$ cat config.mk
export PLATFORM = sky130hd
export DESIGN_NAME = pipelined_carry_adder
export DESIGN_NICKNAME = d
export VERILOG_FILES = /design/src/rtl/adder_pkg.sv /design/src/rtl/rca_segment.sv /design/src/rtl/pipelined_carry_adder.sv
export SDC_FILE = /design/constraint.sdc
export NUM_CORES = 1
export LEC_CHECK = 0
export CORE_ASPECT_RATIO = 1.4
export CORE_UTILIZATION = 45
export CTS_CLUSTER_SIZE = 8
export DETAILED_ROUTE_END_ITERATION = 8
export PLACE_DENSITY = 0.84
export SLEW_MARGIN = 20
export SYNTH_ARGS = -nofsm -noshare
export SYNTH_HDL_FRONTEND = slang
export SYNTH_SLANG_ARGS = --single-unit
$ cat constraint.sdc
create_clock -name clk -period 2.75 [get_ports clk]
set_clock_uncertainty 0.15 [all_clocks]
set_input_delay 0.275 -clock clk [delete_from_list [all_inputs] [get_ports clk]]
set_output_delay 0.275 -clock clk [all_outputs]
set_load 0.005 [all_outputs]
$ cat src/rtl/adder_pkg.sv
// Shared helpers for the pipelined carry adder: stage count, saturation limits
// and the segment-size sanity check used at elaboration.
package adder_pkg;

  function automatic int nstages(input int width, input int seg_w);
    return width / seg_w;
  endfunction

  function automatic logic [63:0] sat_max(input int width);
    return (64'd1 << (width - 1)) - 64'd1;
  endfunction

  function automatic logic [63:0] sat_min(input int width);
    return 64'd1 << (width - 1);
  endfunction

  function automatic bit seg_fits(input int width, input int seg_w);
    return (seg_w > 0) && (width >= seg_w) && ((width % seg_w) == 0);
  endfunction

endpackage

$ cat src/rtl/rca_segment.sv
// Combinational SEG_W-bit ripple-carry slice; also exposes the carry into its
// top bit so the last slice can derive signed overflow.
module rca_segment #(
  parameter int SEG_W = 4
) (
  input  logic [SEG_W-1:0] a,
  input  logic [SEG_W-1:0] b,
  input  logic             ci,
  output logic [SEG_W-1:0] s,
  output logic             co,
  output logic             c_msb_in
);

  logic [SEG_W:0] c;

  always_comb begin
    c[0] = ci;
    for (int i = 0; i < SEG_W; i++) begin
      s[i]     = a[i] ^ b[i] ^ c[i];
      c[i + 1] = (a[i] & b[i]) | (c[i] & (a[i] ^ b[i]));
    end
  end

  assign co       = c[SEG_W];
  assign c_msb_in = c[SEG_W-1];

endmodule

$ cat src/rtl/pipelined_carry_adder.sv
// WIDTH-bit add/subtract cut into SEG_W-bit ripple segments with a registered
// carry between them; valid/ready handshake with a single global advance enable.
module pipelined_carry_adder
  import adder_pkg::*;
#(
  parameter int WIDTH = 8,
  parameter int SEG_W = 4,
  parameter int SAT   = 0
) (
  input  logic             clk,
  input  logic             rst,
  input  logic             in_valid,
  output logic             in_ready,
  input  logic [WIDTH-1:0] A,
  input  logic [WIDTH-1:0] B,
  input  logic             Cin,
  input  logic             Sub,
  output logic             out_valid,
  input  logic             out_ready,
  output logic [WIDTH-1:0] S,
  output logic             Cout,
  output logic             Ovf
);

  localparam int               NSTAGES = nstages(WIDTH, SEG_W);
  localparam logic [WIDTH-1:0] SMAX    = WIDTH'(sat_max(WIDTH));
  localparam logic [WIDTH-1:0] SMIN    = WIDTH'(sat_min(WIDTH));

  if (!seg_fits(WIDTH, SEG_W)) begin : g_bad_seg
    $error("pipelined_carry_adder: WIDTH must be a multiple of SEG_W");
  end

  logic             en;
  logic [WIDTH-1:0] bx;
  logic             c0;

  logic [NSTAGES-1:0]             v_q, c_q;
  logic [NSTAGES-1:0][WIDTH-1:0]  a_q, b_q, s_q;
  logic                           ovf_q;

  logic [NSTAGES-1:0]             v_in, c_in, seg_co, seg_cm;
  logic [NSTAGES-1:0][WIDTH-1:0]  a_in, b_in, p_in, sum_nx, s_nx;
  logic [NSTAGES-1:0][SEG_W-1:0]  seg_s;
  logic                           ovf_raw;
  logic [WIDTH-1:0]               s_final;

  assign en       = out_ready | ~out_valid;
  assign in_ready = en;

  // Subtraction is A + ~B + 1, with Cin turned into a borrow.
  assign bx = B ^ {WIDTH{Sub}};
  assign c0 = Cin ^ Sub;

  for (genvar k = 0; k < NSTAGES; k++) begin : g_stage
    if (k == 0) begin : g_first
      assign a_in[k] = A;
      assign b_in[k] = bx;
      assign c_in[k] = c0;
      assign p_in[k] = '0;
      assign v_in[k] = in_valid;
    end else begin : g_next
      assign a_in[k] = a_q[k-1];
      assign b_in[k] = b_q[k-1];
      assign c_in[k] = c_q[k-1];
      assign p_in[k] = s_q[k-1];
      assign v_in[k] = v_q[k-1];
    end

    rca_segment #(.SEG_W(SEG_W)) u_seg (
      .a       (a_in[k][k*SEG_W +: SEG_W]),
      .b       (b_in[k][k*SEG_W +: SEG_W]),
      .ci      (c_in[k]),
      .s       (seg_s[k]),
      .co      (seg_co[k]),
      .c_msb_in(seg_cm[k])
    );
  end

  // Each stage merges its fresh segment into the deskewed partial sum.
  always_comb begin
    for (int i = 0; i < NSTAGES; i++) begin
      sum_nx[i]                    = p_in[i];
      sum_nx[i][i*SEG_W +: SEG_W]  = seg_s[i];
    end
  end

  assign ovf_raw = seg_cm[NSTAGES-1] ^ seg_co[NSTAGES-1];

  always_comb begin
    s_final = sum_nx[NSTAGES-1];
    if ((SAT != 0) && ovf_raw) begin
      s_final = a_in[NSTAGES-1][WIDTH-1] ? SMIN : SMAX;
    end
    s_nx              = sum_nx;
    s_nx[NSTAGES-1]   = s_final;
  end

  // The whole pipe advances together; a stalled output freezes every stage.
  always_ff @(posedge clk) begin
    if (rst) begin
      v_q   <= '0;
      c_q   <= '0;
      s_q   <= '0;
      ovf_q <= 1'b0;
    end else if (en) begin
      v_q   <= v_in;
      c_q   <= seg_co;
      s_q   <= s_nx;
      a_q   <= a_in;
      b_q   <= b_in;
      ovf_q <= ovf_raw;
    end
  end

  assign out_valid = v_q[NSTAGES-1];
  assign S         = s_q[NSTAGES-1];
  assign Cout      = c_q[NSTAGES-1];
  assign Ovf       = ovf_q;

  logic unused_tail;
  assign unused_tail = ^{a_q[NSTAGES-1], b_q[NSTAGES-1], seg_cm};

endmodule

* Word level (Yosys, flattened, before mapping)
Cells that the tools add are included.
** Storage, ports and cells
- Bits in registers :: 33
- Input bits :: 22
- Output and inout port bits :: 12
** Operators by class
- Bitwise gates (word level) :: 46
- Reduce and logical (&&, ||, !) cells :: 1
** Operator list (number)
- 1-bit bitwise XOR :: 18
- 1-bit bitwise AND :: 16
- 1-bit OR :: 9
- 8-bit bitwise XOR :: 1
- 1-bit inverter :: 2
- 2-bit AND reduction :: 1

* Longest topological paths before layout
- Word-level depth :: 10
- Mapped depth :: 11
- Depth with buffers taken out :: 10

* Cells and area by module
A second synthesis with hierarchy kept.
** Unflattened totals
- Cells, all modules :: 117
- Area total of the unflattened synthesis :: 1184.9 µm²
** By module, submodules not included
- pipelined_carry_adder :: times used 1, cells an instance 93, area an instance 964.7 µm²
- rca_segment :: times used 2, cells an instance 12, area an instance 110.1 µm²

* Least setup slack after synthesis
Ideal clock, no wire load.
- Path type :: input port to flip-flop
- From :: input Sub
- To :: register s_q (netlist bit p_in[11])
- Library setup time :: 120 ps
- Data arrival time :: 2161 ps
- Required time :: 2480 ps
- Path slack :: 319 ps
- Stages on the path :: 11
- Path through :: buf_2 xnor2_1 fa_1 inv_1 fa_1 inv_1 fa_1 inv_1 fa_1 nand2_1 a21oi_1
** On the way
- Cells in the longest elaborated chain, start to end :: 9
- Elaborated cells between the ends (all ways) :: 16
- Classes of those cells :: bitwise: 16
** Ends and longest elaborated chain
- start: declaration :: RTL line pipelined_carry_adder.sv:17 : input logic Sub,
- 8-bit bitwise XOR :: RTL line pipelined_carry_adder.sv:51 : assign bx = B ^ {WIDTH{Sub}};
- 1-bit bitwise XOR :: RTL line rca_segment.sv:20 : c[i + 1] = (a[i] & b[i]) | (c[i] & (a[i] ^ b[i]));
- 1-bit bitwise AND :: RTL line rca_segment.sv:20
- 1-bit OR :: RTL line rca_segment.sv:20
- 1-bit bitwise AND :: RTL line rca_segment.sv:20
- 1-bit OR :: RTL line rca_segment.sv:20
- 1-bit bitwise AND :: RTL line rca_segment.sv:20
- 1-bit OR :: RTL line rca_segment.sv:20
- 1-bit bitwise XOR * :: RTL line rca_segment.sv:19 : s[i] = a[i] ^ b[i] ^ c[i];
- net g_stage[0].u_seg.s[3] :: RTL line rca_segment.sv:9 : output logic [SEG_W-1:0] s,
- end signal: assignment :: RTL line pipelined_carry_adder.sv:108 : s_q <= s_nx;
- end: declaration :: RTL line pipelined_carry_adder.sv:38 : logic [NSTAGES-1:0][WIDTH-1:0] a_q, b_q, s_q;
The timed path passes the listed nets; every way through them passes the cells marked *.
A chain may end at the register's enable or synchronous reset.

* Worst setup path in the final report
Same ends and word-level chain as after synthesis.

==> results.ini <==
[cells_and_area]
synthToLayoutAreaGrowth_pct=32.36
fin_area_um2=1535
drive_above_1_share_pct=8.451
finalNetCount=173
antenna_cells=0

[detailed_routing]
viasPerCell=4.483
finalWirelength_mm=1.958
wl_per_cell_um=11.13
vias=789
final_antenna_net_count=0
drc_errors=0
drtIter0Drc=20
dr.pass1.iters=4

[placement]
placedInstanceArea_um2=1509
preCtsSetupSlack_ps=-136.9
gp_congestion=0.7280
place_hpwl_mm=1.537
portBuffers=33

[die]
core_area_um2=2417
dieHeight_um=62.07
initial_utilization_pct=47.98
dieArea_um2=2787
row_count=21
ios=34
die_w_um=44.91

[worst_setup_path]
cpPeakStageDelay_ps=540
crit_top_cell=fa_1
crit_path_cell_trace=clkdlybuf4s50_1 > xnor2_1 > fa_1 > inv_1 > fa_1 > inv_1 > fa_1 > inv_1 > fa_1 > nand2_1 > a21oi_1
reg2regPathDepth=8
critPathKind=in2reg
slowest_stage=clkdlybuf4s50_1
cp_top_family=adder cells
arrival_ps=2600
endpoint_kind=register
cp-start-kind=input port
reg2reg_to=S[7]$_SDFFE_PP0N_
r2r-start=a_in[12]$_DFFE_PP_
r2r_slack_ps=320
crit_required_ps=2810
path_buf_inv=4
critical_path.max_fanout=3

[grt]
overflow=0
grtUsageTotal_pct=16.06
grt_antenna_before_repair=0
grt_pass1_vias=693
grt_max_degree=23
grt_pass1_wl_mm=3.084

[cts]
clk_latency_ps=310
path_clk_slew_ps=120
cts_hold_buffers=0
cts_tree=built
cts-resized-gates=0
cts-root-buf=clkbuf_4
clock-sinks=25
clock_path_buffers=2
htreeDepth=1
cts_buffers=3
post_cts_buffers=0

[sta]
rsz0062_at_grt=false
fin_worst_hold_slack_ps=308.8
period_needed_ps=2542
hold_viol_final=0
fmaxAchievable_ghz=0.3934
slew_violations=0
tns_ps=0
timing.final.crit_share_pct=92.43
fin_ws_ps=208.3
tightest_slew_ps=627.7
setup_viol=0
slew_headroom_pct=58.00

[worst_hold_path]
min_from=v_q[0]$_SDFFE_PP0N_
hp-class=reg2reg
whs_endpoint=v_q[0]$_SDFFE_PP0N_
hold_depth=2

[power]
p_leak_nw=0.6176
p_comb_share_pct=24.3
power.switching_uw=201.5
total_power_uw=795.7
internal_power_uw=594.2
p_clk_share_pct=19.9
seqPwrFrac_pct=55.7
p_per_area_nw_per_um2=518.3
switching_share_pct=25.32
ir_drop_mv=0.3117

[synthesis]
syn_nets=139
synth_area_leaders=dfxtp_1 (29%), edfxtp_1 (21%), fa_1 (14%), nand2_1 (7.1%), a211oi_2 (5.4%)
synth_top_area_share_pct=29.34
yosys_warnings=0
synth.cell_area_um2=1160
yosysUniqueCellTypes=15
yosys.area.top_type=dfxtp_1
ys_ff_latch=25
syn_avg_cell_area_um2=10.64
synthCells=109
synth_seq_area_share_pct=50.05

[flow_run]
max_cap_viol_count=0

[run_status]
status=finished, final reports clean

==> sequential cells by signal (all words and copies together) (netlist names) <==
name	flops
v_q	2
b_in	4
S	8
Ovf	1
c_q	2
a_in	4
p_in	4
==> power by group through the flow <==
stage,logic (mW),clock network (mW),registers (mW)
floorplan,0.103,0,0.452
global placement,0.186,0,0.451
detailed placement,0.195,0,0.452
CTS,0.196,0.164,0.444
global route,0.218,0.181,0.449
finish,0.194,0.159,0.444
==> worst reg2reg max path: cells and delay by family (launching register included) <==
family                   cells  cell delay [ps]
AO/OA/AOI/OAI                1              180
buffers and inverters        3              210
adder cells (fa/ha/maj)      4             1400
flip-flops                   1              420
==> placed cells by master (no fill, tap or decap), types with 3 or more instances in the layout <==
| master | synthesis | final |
|---|---|---|
| xnor2_1 | 4 | 4 |
| a211oi_2 | 5 | 5 |
| fa_1 | 8 | 8 |
| dfxtp_1 | 17 | 17 |
| nand2_1 | 22 | 22 |
| edfxtp_1 | 8 | 8 |
| clkbuf_4 | 0 | 3 |
| nor2_1 | 8 | 8 |
| xor2_1 | 6 | 6 |
| inv_1 | 12 | 12 |
| clkdlybuf4s50_1 | 0 | 33 |
| a21oi_1 | 11 | 11 |
==> stage by stage <==
step	util, %	std cells
CTS	63.51	176
detailed placement	62.42	172
floorplan	-	109
finish	63.51	176
global placement	62.42	172
global route	63.51	176
==> worst max path at each step <==
stage,startpoint,endpoint,slack [ps],cells after the start
after floorplan,Sub,p_in[11]$_SDFFE_PP0N_,320,11
after global placement,Sub,p_in[11]$_SDFFE_PP0N_,-20,11
after detailed placement,Sub,p_in[11]$_SDFFE_PP0N_,-140,11
after CTS,Sub,p_in[11]$_SDFFE_PP0N_,210,11
after global routing,Sub,p_in[11]$_SDFFE_PP0N_,80,11
final,Sub,p_in[11]$_SDFFE_PP0N_,210,11
==> cell usage after synthesis <==
library cell and instances:
inv_1 12, nor2_1 8, nor2b_4 1, buf_6 1, buf_4 1, dfxtp_1 17, nand2_1 22, inv_2 1
fa_1 8, a211oi_2 5, buf_2 4, xnor2_1 4, edfxtp_1 8, xor2_1 6, a21oi_1 11
==> metal layers <==
| layer | wire, µm | global-route usage, % |
|---|---|---|
| met1 | 783 | 19.32 |
| met5 | 0 | 0 |
| met4 | 38 | 9.091 |
| met3 | 71 | 2.601 |
| met2 | 1065 | 27.31 |
==> cell type report <==
cell class	count	area [µm²]
clock buffers	4	26.28
well taps	34	42.54
flip-flops and latches	25	580.6
inverters	13	48.80
multi-input cells	65	491.7
fillers	209	882.1
repair buffers	35	345.3
==> logic make-up (layout without fill, tap and decap cells) <==
family	count (synthesis)	after routing	synth area share [%]
adders and majority gates	8	8	13.81
buffers and inverters	19	52	7.551
DFF	25	25	50.05
xor gates and xnor gates	10	10	7.551
AOI/OAI and AO/OA	16	16	10.14
and+or+nand+nor	31	31	10.90
Power figures use the tool's default switching activity.
